--- config.mk ---
export PLATFORM = sky130hd
export DESIGN_NAME = muldiv_unit
export DESIGN_NICKNAME = d
export VERILOG_FILES = /design/src/rtl/muldiv_pkg.sv /design/src/rtl/muldiv_signfix.sv /design/src/rtl/muldiv_unit.sv
export SDC_FILE = /design/constraint.sdc
export NUM_CORES = 1
export LEC_CHECK = 0
export BUFFER_PORTS_ARGS = -buffer_cell sky130_fd_sc_hd__buf_2
export CAP_MARGIN = 20
export CORE_ASPECT_RATIO = 1.75
export CORE_MARGIN = 3
export CORE_UTILIZATION = 54
export DETAILED_ROUTE_END_ITERATION = 10
export PLACE_DENSITY_LB_ADDON = 0.08
export SETUP_SLACK_MARGIN = 0.02
export SKIP_LAST_GASP = 1
export SLEW_MARGIN = 10
export SYNTH_ARGS = -nofsm -noshare
export SYNTH_HDL_FRONTEND = slang
export SYNTH_SLANG_ARGS = --single-unit
--- constraint.sdc ---
create_clock -name clk -period 6.1 [get_ports clk]
set_input_delay 0.305 -clock clk [delete_from_list [all_inputs] [get_ports clk]]
set_output_delay 0.305 -clock clk [all_outputs]
set_load 0.02 [all_outputs]
--- src/rtl/muldiv_pkg.sv ---
// Shared op codes and FSM state encoding for the iterative multiply/divide unit.
package muldiv_pkg;

    typedef enum logic [1:0] {
        OP_MULT  = 2'b00,
        OP_MULTU = 2'b01,
        OP_DIV   = 2'b10,
        OP_DIVU  = 2'b11
    } op_e;

    typedef enum logic [1:0] {
        ST_IDLE = 2'b00,
        ST_CALC = 2'b01,
        ST_DONE = 2'b10
    } state_e;

endpackage

--- src/rtl/muldiv_signfix.sv ---
// Conditional two's-complement negation: absolute value on the way in, result sign fix on the way out.
module muldiv_signfix #(
    parameter int WIDTH = 32
) (
    input  logic [WIDTH-1:0] i_val,
    input  logic             i_neg,
    output logic [WIDTH-1:0] o_val
);

    assign o_val = i_neg ? -i_val : i_val;

endmodule

--- src/rtl/muldiv_unit.sv ---
// Radix-2 iterative MULT/MULTU/DIV/DIVU unit: one shift-add or restoring shift-subtract step per cycle.
module muldiv_unit
    import muldiv_pkg::*;
#(
    parameter int WIDTH      = 32,
    parameter int EARLY_ZERO = 1
) (
    input  logic             clk,
    input  logic             resetn,
    input  logic             start,
    input  logic [1:0]       op,
    input  logic [WIDTH-1:0] a,
    input  logic [WIDTH-1:0] b,
    input  logic             cancel,
    output logic             busy,
    output logic             done,
    output logic [WIDTH-1:0] hi,
    output logic [WIDTH-1:0] lo,
    output logic             div_zero
);

    localparam int               CNT_W     = $clog2(WIDTH);
    localparam logic [CNT_W-1:0] LAST_STEP = CNT_W'(WIDTH - 1);

    state_e           r_state;
    state_e           w_state_nxt;
    logic [CNT_W-1:0] r_cnt;
    logic [WIDTH-1:0] r_rem;
    logic [WIDTH-1:0] r_quo;
    logic [WIDTH-1:0] r_opnd;
    logic             r_is_div;
    logic             r_skip;
    logic             r_dz;
    logic             r_neg_main;
    logic             r_neg_rem;
    logic [WIDTH-1:0] r_hi;
    logic [WIDTH-1:0] r_lo;
    logic             r_div_zero;

    op_e              w_op;
    logic             w_accept;
    logic             w_in_div;
    logic             w_in_signed;
    logic             w_sa;
    logic             w_sb;
    logic             w_in_dz;
    logic             w_in_zero;
    logic [WIDTH-1:0] w_abs_a;
    logic [WIDTH-1:0] w_abs_b;

    assign w_op        = op_e'(op);
    assign w_accept    = (r_state == ST_IDLE) && start && !cancel;
    assign w_in_div    = (w_op == OP_DIV) || (w_op == OP_DIVU);
    assign w_in_signed = (w_op == OP_MULT) || (w_op == OP_DIV);
    assign w_sa        = w_in_signed && a[WIDTH-1];
    assign w_sb        = w_in_signed && b[WIDTH-1];
    assign w_in_dz     = w_in_div && (b == '0);
    assign w_in_zero   = (EARLY_ZERO != 0) && ((a == '0) || (!w_in_div && (b == '0)));

    muldiv_signfix #(.WIDTH(WIDTH)) u_abs_a (.i_val(a), .i_neg(w_sa), .o_val(w_abs_a));
    muldiv_signfix #(.WIDTH(WIDTH)) u_abs_b (.i_val(b), .i_neg(w_sb), .o_val(w_abs_b));

    // Multiply keeps the multiplier in r_quo and shifts the running sum into it;
    // divide shifts the dividend out of r_quo into r_rem and the quotient bits back in.
    logic [WIDTH:0]   w_mul_sum;
    logic [WIDTH:0]   w_div_shift;
    logic [WIDTH-1:0] w_div_diff;
    logic             w_div_ge;
    logic [WIDTH-1:0] w_step_rem;
    logic [WIDTH-1:0] w_step_quo;

    assign w_mul_sum   = {1'b0, r_rem} + (r_quo[0] ? {1'b0, r_opnd} : '0);
    assign w_div_shift = {r_rem, r_quo[WIDTH-1]};
    assign w_div_ge    = w_div_shift >= {1'b0, r_opnd};
    assign w_div_diff  = w_div_shift[WIDTH-1:0] - r_opnd;

    always_comb begin
        w_step_rem = w_mul_sum[WIDTH:1];
        w_step_quo = {w_mul_sum[0], r_quo[WIDTH-1:1]};
        if (r_is_div) begin
            w_step_rem = w_div_ge ? w_div_diff : w_div_shift[WIDTH-1:0];
            w_step_quo = {r_quo[WIDTH-2:0], w_div_ge};
        end
    end

    logic [2*WIDTH-1:0] w_prod_fix;
    logic [WIDTH-1:0]   w_quo_fix;
    logic [WIDTH-1:0]   w_rem_fix;

    muldiv_signfix #(.WIDTH(2*WIDTH)) u_neg_prod (
        .i_val({w_step_rem, w_step_quo}), .i_neg(r_neg_main), .o_val(w_prod_fix));
    muldiv_signfix #(.WIDTH(WIDTH)) u_neg_quo (
        .i_val(w_step_quo), .i_neg(r_neg_main), .o_val(w_quo_fix));
    muldiv_signfix #(.WIDTH(WIDTH)) u_neg_rem (
        .i_val(w_step_rem), .i_neg(r_neg_rem), .o_val(w_rem_fix));

    always_comb begin
        // NOTE: next state defaults to the current one first, so no latch is inferred.
        w_state_nxt = r_state;
        unique case (r_state)
            ST_IDLE: if (w_accept) w_state_nxt = ST_CALC;
            ST_CALC: begin
                if (cancel)                            w_state_nxt = ST_IDLE;
                else if (r_skip || r_cnt == LAST_STEP) w_state_nxt = ST_DONE;
            end
            ST_DONE: w_state_nxt = ST_IDLE;
            default: w_state_nxt = ST_IDLE;
        endcase
    end

    always_ff @(posedge clk or negedge resetn) begin
        if (!resetn) r_state <= ST_IDLE;
        else         r_state <= w_state_nxt;
    end

    // Zero-operand and divide-by-zero requests preload their final result and
    // spend a single cycle in CALC without iterating.
    always_ff @(posedge clk or negedge resetn) begin
        if (!resetn) begin
            // NOTE: the datapath is reset too, so hi/lo read as zero straight out of reset.
            r_cnt      <= '0;
            r_rem      <= '0;
            r_quo      <= '0;
            r_opnd     <= '0;
            r_is_div   <= 1'b0;
            r_skip     <= 1'b0;
            r_dz       <= 1'b0;
            r_neg_main <= 1'b0;
            r_neg_rem  <= 1'b0;
            r_hi       <= '0;
            r_lo       <= '0;
            r_div_zero <= 1'b0;
        end else if (w_accept) begin
            r_cnt      <= '0;
            r_is_div   <= w_in_div;
            r_skip     <= w_in_dz || w_in_zero;
            r_dz       <= w_in_dz;
            r_neg_main <= w_sa ^ w_sb;
            r_neg_rem  <= w_sa;
            r_opnd     <= w_in_div ? w_abs_b : w_abs_a;
            if (w_in_dz) begin
                r_rem <= a;
                r_quo <= '1;
            end else if (w_in_zero) begin
                r_rem <= '0;
                r_quo <= '0;
            end else begin
                r_rem <= '0;
                r_quo <= w_in_div ? w_abs_a : w_abs_b;
            end
        end else if (r_state == ST_CALC && !cancel) begin
            r_cnt <= r_cnt + CNT_W'(1);
            if (r_skip) begin
                r_hi       <= r_rem;
                r_lo       <= r_quo;
                r_div_zero <= r_dz;
            end else begin
                r_rem <= w_step_rem;
                r_quo <= w_step_quo;
                if (r_cnt == LAST_STEP) begin
                    r_div_zero <= 1'b0;
                    if (r_is_div) begin
                        r_hi <= w_rem_fix;
                        r_lo <= w_quo_fix;
                    end else begin
                        {r_hi, r_lo} <= w_prod_fix;
                    end
                end
            end
        end
    end

    assign busy     = (r_state != ST_IDLE);
    assign done     = (r_state == ST_DONE) && !cancel;
    assign hi       = r_hi;
    assign lo       = r_lo;
    assign div_zero = r_div_zero;

endmodule

==> Yosys cells after proc, flatten, opt, wreduce, memory -nomap -nowiden <==
Index checks and enable logic that the tools add are counted.
{ "classes": {"addsub": 8, "n_lt_le_gt_ge": 1, "n_eq_ne": 8, "n_mux": 34, "bitwise_logic": 2, "reduce_logical": 25} }
{ "ops": {"columns": ["operator", "count"], "rows": [
  ["2-to-1 mux 32 bit", 25],
  ["negation 32 bit", 4],
  ["zero test 32 bit", 2],
  ["2-to-1 mux 64 bit", 1],
  ["negation 64 bit", 1],
  ["adder 32 x 32 -> 33 bit", 1],
  ["greater-or-equal comparator 33 x 32 -> 1 bit", 1],
  ["subtractor 32 bit", 1],
  ["2-to-1 mux 5 bit", 2],
  ["logical AND 1 bit", 8],
  ["equality test 2 bit, second input constant", 3],
  ["2-to-1 mux 2 bit", 3],
  ["nonzero test 2 bit", 3],
  ["adder 5 x 1 -> 5 bit, second input constant", 1],
  ["equality test 5 bit, second input constant", 1],
  ["logical OR 1 bit", 5],
  ["zero test 2 bit", 2],
  ["one-hot mux 2 bit (2 select lines)", 1],
  ["AND reduction 2 bit", 2],
  ["inequality test 3 bit, second input constant", 1],
  ["AND reduction 3 bit", 1],
  ["equality test 2 x 1 -> 1 bit, second input constant", 1],
  ["zero test 1 bit", 2],
  ["2-to-1 mux 1 bit", 2],
  ["4 further kinds", 4]
]} }
{ "totals": {"regBits": 173, "inputBits": 70, "out_inout_bits": 67, "wordCells": 91} }

==> Logic depth before layout (Yosys ltp) <==
Gate-level depths: netlist (run 1).
{ "logic_depth": {"depth_word": 8, "depth_mapped": 24} }

==> Cells and area by module <==
From an unflattened synthesis (run 1), not the netlist that was laid out.
{ "unflattened": {"hier_cells": 2312, "hier_area_um2": 18390.1} }
{ "by_module_without_submodules": {"columns": ["module", "instances", "cells_per_inst", "area_per_inst_um2", "seq_area_each_um2"], "rows": [
  ["muldiv_unit", 1, 1671, 13783.2, 4329.2],
  ["muldiv_signfix at u_abs_a ...", 4, 108, 767.0, 0.0],
  ["muldiv_signfix at u_neg_prod", 1, 209, 1539.0, 0.0]
]} }

==> Worst setup path after synthesis (run 1) <==
OpenSTA, ideal clock, no wires.
{ "synth_path": {"path_type": "reg2reg", "from": "register r_is_div", "to": "register r_hi[28], in the netlist hi[28]", "arrival_ns": 5.107, "required_ns": 6.023, "setup_slack_ns": 0.916, "stages_incl_launch_ff": 25, "path_buffers": 10, "synth_period_minus_slack_ns": 5.184, "path_cell_list": "dfrtp_1 buf_4 buf_6 buf_2 buf_2 clkbuf_1 buf_2 buf_1 buf_1 buf_2 o21ai_0 ha_1 o221ai_1 or3_1 or2_1 buf_2 nor3_2 nand2_1 a21o_1 a2111oi_0 nor2_1 o41ai_2 xnor2_1 mux2i_1 o21ai_1"} }
{ "synth_via": {"elab_chain_cells": 6} }
{ "synth_lines": {"columns": ["item", "line_no", "rtl"], "rows": [
  ["start, declared", "muldiv_unit.sv:31", "logic r_is_div;"],
  ["start signal, assigned", "muldiv_unit.sv:135", "r_is_div <= w_in_div;"],
  ["2-to-1 mux 32 bit", "muldiv_unit.sv:80", "if (r_is_div) begin"],
  ["negation 64 bit / negation 32 bit (equally long branches)", "muldiv_signfix.sv:10", "assign o_val = i_neg ? -i_val : i_val;"],
  ["2-to-1 mux 64 bit / 2-to-1 mux 32 bit (equally long branches)", "muldiv_signfix.sv:10", null],
  ["2-to-1 mux 32 bit (*)", "muldiv_unit.sv:162", "if (r_is_div) begin"],
  ["2-to-1 mux 32 bit (*)", "muldiv_unit.sv:160", "if (r_cnt == LAST_STEP) begin"],
  ["2-to-1 mux 32 bit (*)", "muldiv_unit.sv:153", "if (r_skip) begin"],
  ["end signal, assigned", "muldiv_unit.sv:154", "r_hi <= r_rem;"],
  ["end signal, assigned", "muldiv_unit.sv:163", "r_hi <= w_rem_fix;"],
  ["end signal, assigned", "muldiv_unit.sv:166", "{r_hi, r_lo} <= w_prod_fix;"],
  ["end, declared", "muldiv_unit.sv:36", "logic [WIDTH-1:0] r_hi;"]
]} }
Mark *: on every way between the ends. The rest lies on a longest branch, timed or not. The select of a mux whose other input is x is not followed.
A chain may end at the register's enable or synchronous reset.

==> Final worst setup path (run 1) <==
{ "layout_path": {"from": "register r_rem[5]", "to": "register r_hi[28], in the netlist hi[28]"} }
{ "layout_via": {"elab_chain_cells": 8} }
{ "layout_lines": {"columns": ["item", "line_no", "rtl"], "rows": [
  ["start, declared", "muldiv_unit.sv:28", "logic [WIDTH-1:0] r_rem;"],
  ["start signal, assigned", "muldiv_unit.sv:158", "r_rem <= w_step_rem;"],
  ["subtractor 32 bit / greater-or-equal comparator 33 x 32 -> 1 bit (equally long branches)", "muldiv_unit.sv:75, muldiv_unit.sv:74", null],
  ["2-to-1 mux 32 bit", "muldiv_unit.sv:81", "w_step_rem = w_div_ge ? w_div_diff : w_div_shift[WIDTH-1:0];"],
  ["2-to-1 mux 32 bit", "muldiv_unit.sv:80", null],
  ["negation 64 bit / negation 32 bit (equally long branches)", "muldiv_signfix.sv:10", null],
  ["2-to-1 mux 64 bit / 2-to-1 mux 32 bit (equally long branches)", "muldiv_signfix.sv:10", null],
  ["2-to-1 mux 32 bit (*)", "muldiv_unit.sv:162", null],
  ["2-to-1 mux 32 bit (*)", "muldiv_unit.sv:160", null],
  ["2-to-1 mux 32 bit (*)", "muldiv_unit.sv:153", null]
]} }
Marks and branches as above.

==> results of run 1 <==
-- metal layers --
layer  track usage (%)  up-vias  wire length [um]
li1                  -     8481                 -
met1              46.2     8845             25200
met2              68.4     1023             34300
met3              6.46      339              5160
met4              37.4        0              8000
met5                 0        -                 0
-- state kept, by name (all words and copies together), names as in the netlist, 2 cells and up --
name and flops:
hi 32, lo 32, r_cnt 5, r_opnd 32, r_quo 32, r_rem 32, r_state 2
-- synthesized netlist by cell type (all sizes together) (18+ instances only) --
| master | instances | area, um^2 |
|---|---|---|
| a221oi | 28 | 389 |
| a21oi | 261 | 1310 |
| mux2i | 31 | 310 |
| and2 | 46 | 290 |
| nand2 | 228 | 856 |
| ha | 70 | 876 |
| dfrtp | 173 | 4330 |
| buf | 61 | 324 |
| nand3 | 29 | 155 |
| mux2 | 23 | 263 |
| a22oi | 27 | 203 |
| nor4 | 24 | 186 |
| nand4 | 32 | 221 |
| clkbuf | 99 | 374 |
| o21a | 24 | 180 |
| nor3 | 64 | 347 |
| o21ai | 223 | 1120 |
| xnor2 | 83 | 727 |
| a31oi | 25 | 169 |
| o211ai | 31 | 238 |
| a21o | 35 | 263 |
| xor2 | 63 | 552 |
| inv | 70 | 263 |
| or3 | 18 | 113 |
| o31ai | 30 | 240 |
| nor2 | 223 | 845 |
| a211oi | 18 | 148 |
-- layout make-up --
cell class                      instances  area [um^2]
Timing Repair Buffer                  227         1390
Antenna cell                            1         2.50
Clock inverter                         15          195
Multi-Input combinational cell       1862        11900
Tap cell                              391          489
Sequential cell                       173         4340
Fill cell                            2970        12000
Inverter                               73          274
Clock buffer                           17          425
-- logic make-up after synthesis --
logic type / share of synthesized area (%)
and+or+nand+nor: 22.2
AOI/OAI and AO/OA: 30.9
buffers and inverters: 5.65
xor gates and xnor gates: 7.44
muxes: 3.33
DFF: 25.2
adders and majority gates: 5.33
-- power by group --
group / internal, mW / switching, mW
sequential: 1.40 / 0.435
combinational: 3.00 / 4.97
clock: 0.630 / 0.582
total: 5.04 / 5.99
-- worst max-delay path: stages, from the launching register on --
cell and delay (ns):
dfrtp_1 0.46, ha_1 0.42, a21oi_1 0.30, nor2_1 0.10, nor2b_1 0.41, a21o_1 0.20
nand4_1 0.22, o21ai_0 0.26, ha_1 0.28, o221ai_1 0.18, or3_1 0.51, or2_1 0.37
nor3_2 0.37, nand2_1 0.22, a21o_1 0.24, a2111oi_0 0.45, nor2_1 0.11, o41ai_2 0.26
xnor2_1 0.15, mux2i_1 0.08, o21ai_1 0.14
-- path summary, 6_finish.rpt --
| check | endpoint | start |
|---|---|---|
| max in group asynchronous | r_opnd[17] | resetn |
| min | r_neg_main | op[0] |
| max | hi[28] | r_rem[5] |
| max reg2reg | hi[28] | r_rem[5] |
| min in group asynchronous | r_quo[3] | resetn |
| min reg2reg | lo[4] | lo[4] |
==> impl_metrics.csv, run 1 <==
group,metric,value,unit
cells_and_area,stdcell_count,2759,
power_and_ir_drop,peakVddDrop,0.000389,V
sta,slew_viol_final,0,
sta,slew_headroom,19.3,%
worst_setup_path,startpoint_type,"flip-flop",
placed_design,dp_hpwl,56.0,mm
cells_and_area,nets,2496,
clocking,cts.sinks,173,
yosys,synth_nets,2410,
cells_and_area,final_common_cell,"a21oi_1",
clocking,clock_path_buffers,2,
placed_design,dpl.cell_count,2725,
sta,min_period,5.80,ns
yosys,yosysWarnings,0,
flow_run,drv_cap,0,
clocking,post_cts_buffers,0,
clocking,cts_tree,"built",
placed_design,preCtsSetupSlack,0.470,ns
sta,setup_tns,0,ns
clocking,htree_levels,4,
worst_hold_path,hp-class,"in2reg",
yosys,yosysSeqAreaShare,25.2,%
worst_setup_path,cp.arrival,6.19,ns
sta,worst_pin_slew,1.21,ns
floorplan,io_pins,137,
routing,vias,18700,
sta,hold_slack,0.187,ns
placed_design,portBuffers,136,
sta,setup_viol,0,
clocking,cts_resized,0,
yosys,syn-cell-area,17200,um^2
cells_and_area,drive_gt1_share,15.1,%
sta,fin_crit_sh,95.0,%
routing,drt_iter0_markers,1718,
floorplan,initial_core_util,55.4,%
worst_hold_path,hold_depth,2,
power_and_ir_drop,p_total,11.0,mW
sta,final-hold-violation-count,0,
global_route,grt_pass1_wl,110,mm
worst_setup_path,end_kind,"flip-flop",
yosys,synthCells,2268,
routing,routed_wl,72.6,mm
clocking,cts_root_buffer,"clkbuf_16",
global_route,grt_pass1_vias,18300,
worst_setup_path,cp_max_fo,8,
yosys,ys_ff_latch,173,
sta,finClkSkew,0.0126,ns
power_and_ir_drop,powerDensity,579,nW/um^2
worst_setup_path,r2r_cells,20,
routing,wire_per_inst,26.3,um
global_route,grtUsageTotal,41.8,%
worst_setup_path,reg2reg_slack,0.30,ns
placed_design,dpl_cell_area,18400,um^2
floorplan,die_w,141,um
routing,drc,0,
cells_and_area,fin_area,19000,um^2
sta,setup_ws,0.303,ns
power_and_ir_drop,power_leakage,7.99,nW
routing,via_per_inst,6.77,
floorplan,num_rows,85,
sta,fmax,172,MHz
routing,firstDrtPassIters,7,
cells_and_area,areaGrowthSynthToFinish,10.7,%
yosys,synth_edf_count,0,
clocking,clock_latency,0.47,ns
clocking,numCtsBuffers,17,
routing,drt.antenna.violating_nets,0,
global_route,grt-ovfl-total,0,
placed_design,place_congestion,1.09,
yosys,ys.flop_type,"dfrtp_1",
run_status,status,"completed",
floorplan,core_area,31100,um^2
global_route,antenna_found_initial,0,
yosys,ys_types,109,
clocking,cts_hold_buf,1,
sta,grt_setup_unrepaired,"no",
yosys,synth.avg_cell_area,7.58,um^2
cells_and_area,post-route-util,61.3,%
floorplan,die_h,242,um
worst_setup_path,critical_path_class,"reg2reg",
cells_and_area,layout_common_cells,"a21oi_1, nand2_1, nor2_1, o21ai_0, dfrtp_1",
yosys,async_flop_share,100,%
worst_setup_path,worstPathRequired,6.50,ns
clocking,path_clk_slew,0.08,ns
floorplan,dieArea,34100,um^2
global_route,grt_start_max_net_pins,128,
Power figures use the tool's default switching activity.
==> run 2: changes to the inputs <==
--- a/config.mk
+++ b/config.mk
@@ -12,7 +12,7 @@
 export CORE_UTILIZATION = 54
 export DETAILED_ROUTE_END_ITERATION = 10
 export PLACE_DENSITY_LB_ADDON = 0.08
-export SETUP_SLACK_MARGIN = 0.02
+export SETUP_SLACK_MARGIN = 0.4
 export SKIP_LAST_GASP = 1
 export SLEW_MARGIN = 10
 export SYNTH_ARGS = -nofsm -noshare
==> constraint.sdc (replaced) <==
create_clock -name clk -period 7 [get_ports clk]
set_input_delay 0.35 -clock clk [delete_from_list [all_inputs] [get_ports clk]]
set_output_delay 0.35 -clock clk [all_outputs]
set_load 0.02 [all_outputs]
==> impl_metrics.csv, run 2 (synthesis results as in run 1) <==
group,metric,value,unit
global_route,met2_usage,68.3,%
clocking,clock_path_buffers,2,
sta,slew_headroom,23.7,%
routing,firstDrtPassIters,6,
placed_design,dpl_cell_area,18100,um^2
cells_and_area,drive_gt1_share,13.7,%
clocking,cts_hold_buf,1,
power_and_ir_drop,p_sw,5.23,mW
placed_design,place_congestion,1.06,
cells_and_area,final_common_cell,"a21oi_1",
global_route,grt_busiest_layer,"met2",
clocking,numCtsBuffers,17,
clocking,path_clk_slew,0.08,ns
clocking,cts_resized,0,
sta,setup_viol,0,
sta,min_period,5.94,ns
sta,grt_setup_unrepaired,"no",
global_route,met3_usage,7.23,%
cells_and_area,fin_area,18700,um^2
worst_setup_path,cp.arrival,6.32,ns
global_route,antenna_found_initial,7,
worst_setup_path,worstPathRequired,7.38,ns
worst_setup_path,path_buf_inv,0,
cells_and_area,nets,2456,
global_route,grt_pass1_vias,17900,
routing,via_per_inst,6.83,
power_and_ir_drop,power_frac_comb,71.8,%
routing,drc,0,
cells_and_area,post-route-util,60.4,%
flow_run,drv_cap,0,
sta,fin_crit_sh,84.8,%
power_and_ir_drop,power_leakage,7.79,nW
sta,final-hold-violation-count,0,
floorplan,die_w,141,um
global_route,grt-ovfl-total,0,
floorplan,initial_core_util,55.4,%
floorplan,io_pins,137,
worst_setup_path,worstPathCellList,"ha_1 -> a21o_1 -> a31oi_1 -> a21o_1 -> a21o_1 -> nand4_1 -> o21ai_0 -> ha_1 -> o221ai_1 -> or3_1 -> or2_1 -> nor3_2 -> nand2_1 -> a21o_1 -> a21oi_1 -> nand3_1 -> o21ai_0 -> xnor2_1 -> mux2i_1 -> o21ai_0",
power_and_ir_drop,sequentialPowerShare,17.4,%
global_route,grt_start_max_net_pins,93,
clocking,htree_levels,4,
clocking,post_cts_buffers,0,
power_and_ir_drop,p_int,4.19,mW
worst_setup_path,path_delay_family,"compound AO/OA/AOI/OAI gates",
sta,setup_tns,0,ns
routing,drt.antenna.violating_nets,0,
clocking,cts_root_buffer,"clkbuf_16",
placed_design,dpl.cell_count,2683,
worst_setup_path,slowest_delay,0.51,ns
floorplan,dieArea,34100,um^2
worst_setup_path,crit_top_cell,"a21o_1",
worst_setup_path,critPathSlowestCell,"or3_1",
power_and_ir_drop,switching_share,55.5,%
worst_setup_path,cp_max_fo,11,
sta,fmax,168,MHz
routing,wire_per_inst,26.5,um
worst_setup_path,startpoint_type,"flip-flop",
worst_setup_path,end_kind,"flip-flop",
worst_setup_path,critical_path_class,"reg2reg",
placed_design,portBuffers,136,
floorplan,num_rows,85,
clocking,cts.sinks,173,
cells_and_area,stdcell_count,2724,
global_route,grt_pass1_wl,109,mm
floorplan,die_h,242,um
power_and_ir_drop,peakVddDrop,0.000383,V
power_and_ir_drop,powerDensity,502,nW/um^2
sta,finClkSkew,0.0141,ns
power_and_ir_drop,pwr-share-clk,10.9,%
sta,worst_pin_slew,1.14,ns
routing,vias,18600,
sta,slew_viol_final,0,
sta,hold_slack,0.172,ns
cells_and_area,areaGrowthSynthToFinish,9.02,%
worst_hold_path,hp-class,"in2reg",
clocking,clock_latency,0.47,ns
placed_design,dp_hpwl,55.7,mm
routing,routed_wl,72.3,mm
floorplan,core_area,31100,um^2
clocking,cts_tree,"built",
run_status,status,"completed",
cells_and_area,layout_common_cells,"a21oi_1, nand2_1, nor2_1, o21ai_0, dfrtp_1",
global_route,grtUsageTotal,41.6,%
routing,drt_iter0_markers,1804,
global_route,globalRouteMet1Util,45.4,%
run 2: stage by stage:
step	power, mW	setup slack, ns
after global routing	9.92	0.749
after floorplan	6.01	1.82
after detailed placement	8.13	1.10
after CTS	9.19	1.05
after global placement	8.07	1.16
final	9.42	1.06
run 2: area by class of cell:
| type | instances | area, um^2 |
|---|---|---|
| clock buffer | 17 | 425 |
| inverter | 73 | 274 |
| timing repair buffer | 187 | 1100 |
| multi-input combinational | 1862 | 11900 |
| sequential | 173 | 4340 |
| clock inverter | 15 | 175 |
| fill | 2985 | 12300 |
| antenna | 6 | 15.0 |
| tap | 391 | 489 |
run 2: worst paths after layout:
check	from	to	slack, ns	cells past startpoint
setup / recovery	r_rem[3]	hi[26]	1.06	20
hold / removal	op[0]	r_neg_main	0.17	2
setup reg to reg	r_rem[3]	hi[26]	1.06	20
hold reg to reg	lo[4]	lo[4]	0.48	2
max in group asynchronous	resetn	r_is_div	5.22	3
min in group asynchronous	resetn	lo[4]	0.46	2
run 2: metal layers:
| layer | part of all wire (%) | wire length [um] |
|---|---|---|
| met1 | 35 | 25200 |
| met2 | 47 | 34100 |
| met3 | 7.1 | 5110 |
| met4 | 11 | 7800 |
| met5 | 0.018 | 13 |
run 2: power groups by stage:
stage | logic (mW) | registers (mW) | clock network [mW]
final | 6.76 | 1.63 | 1.02
after global routing | 7.19 | 1.67 | 1.06
after CTS | 6.53 | 1.63 | 1.03
after detailed placement | 6.49 | 1.65 | 0
after global placement | 6.44 | 1.62 | 0
after floorplan | 4.57 | 1.45 | 0
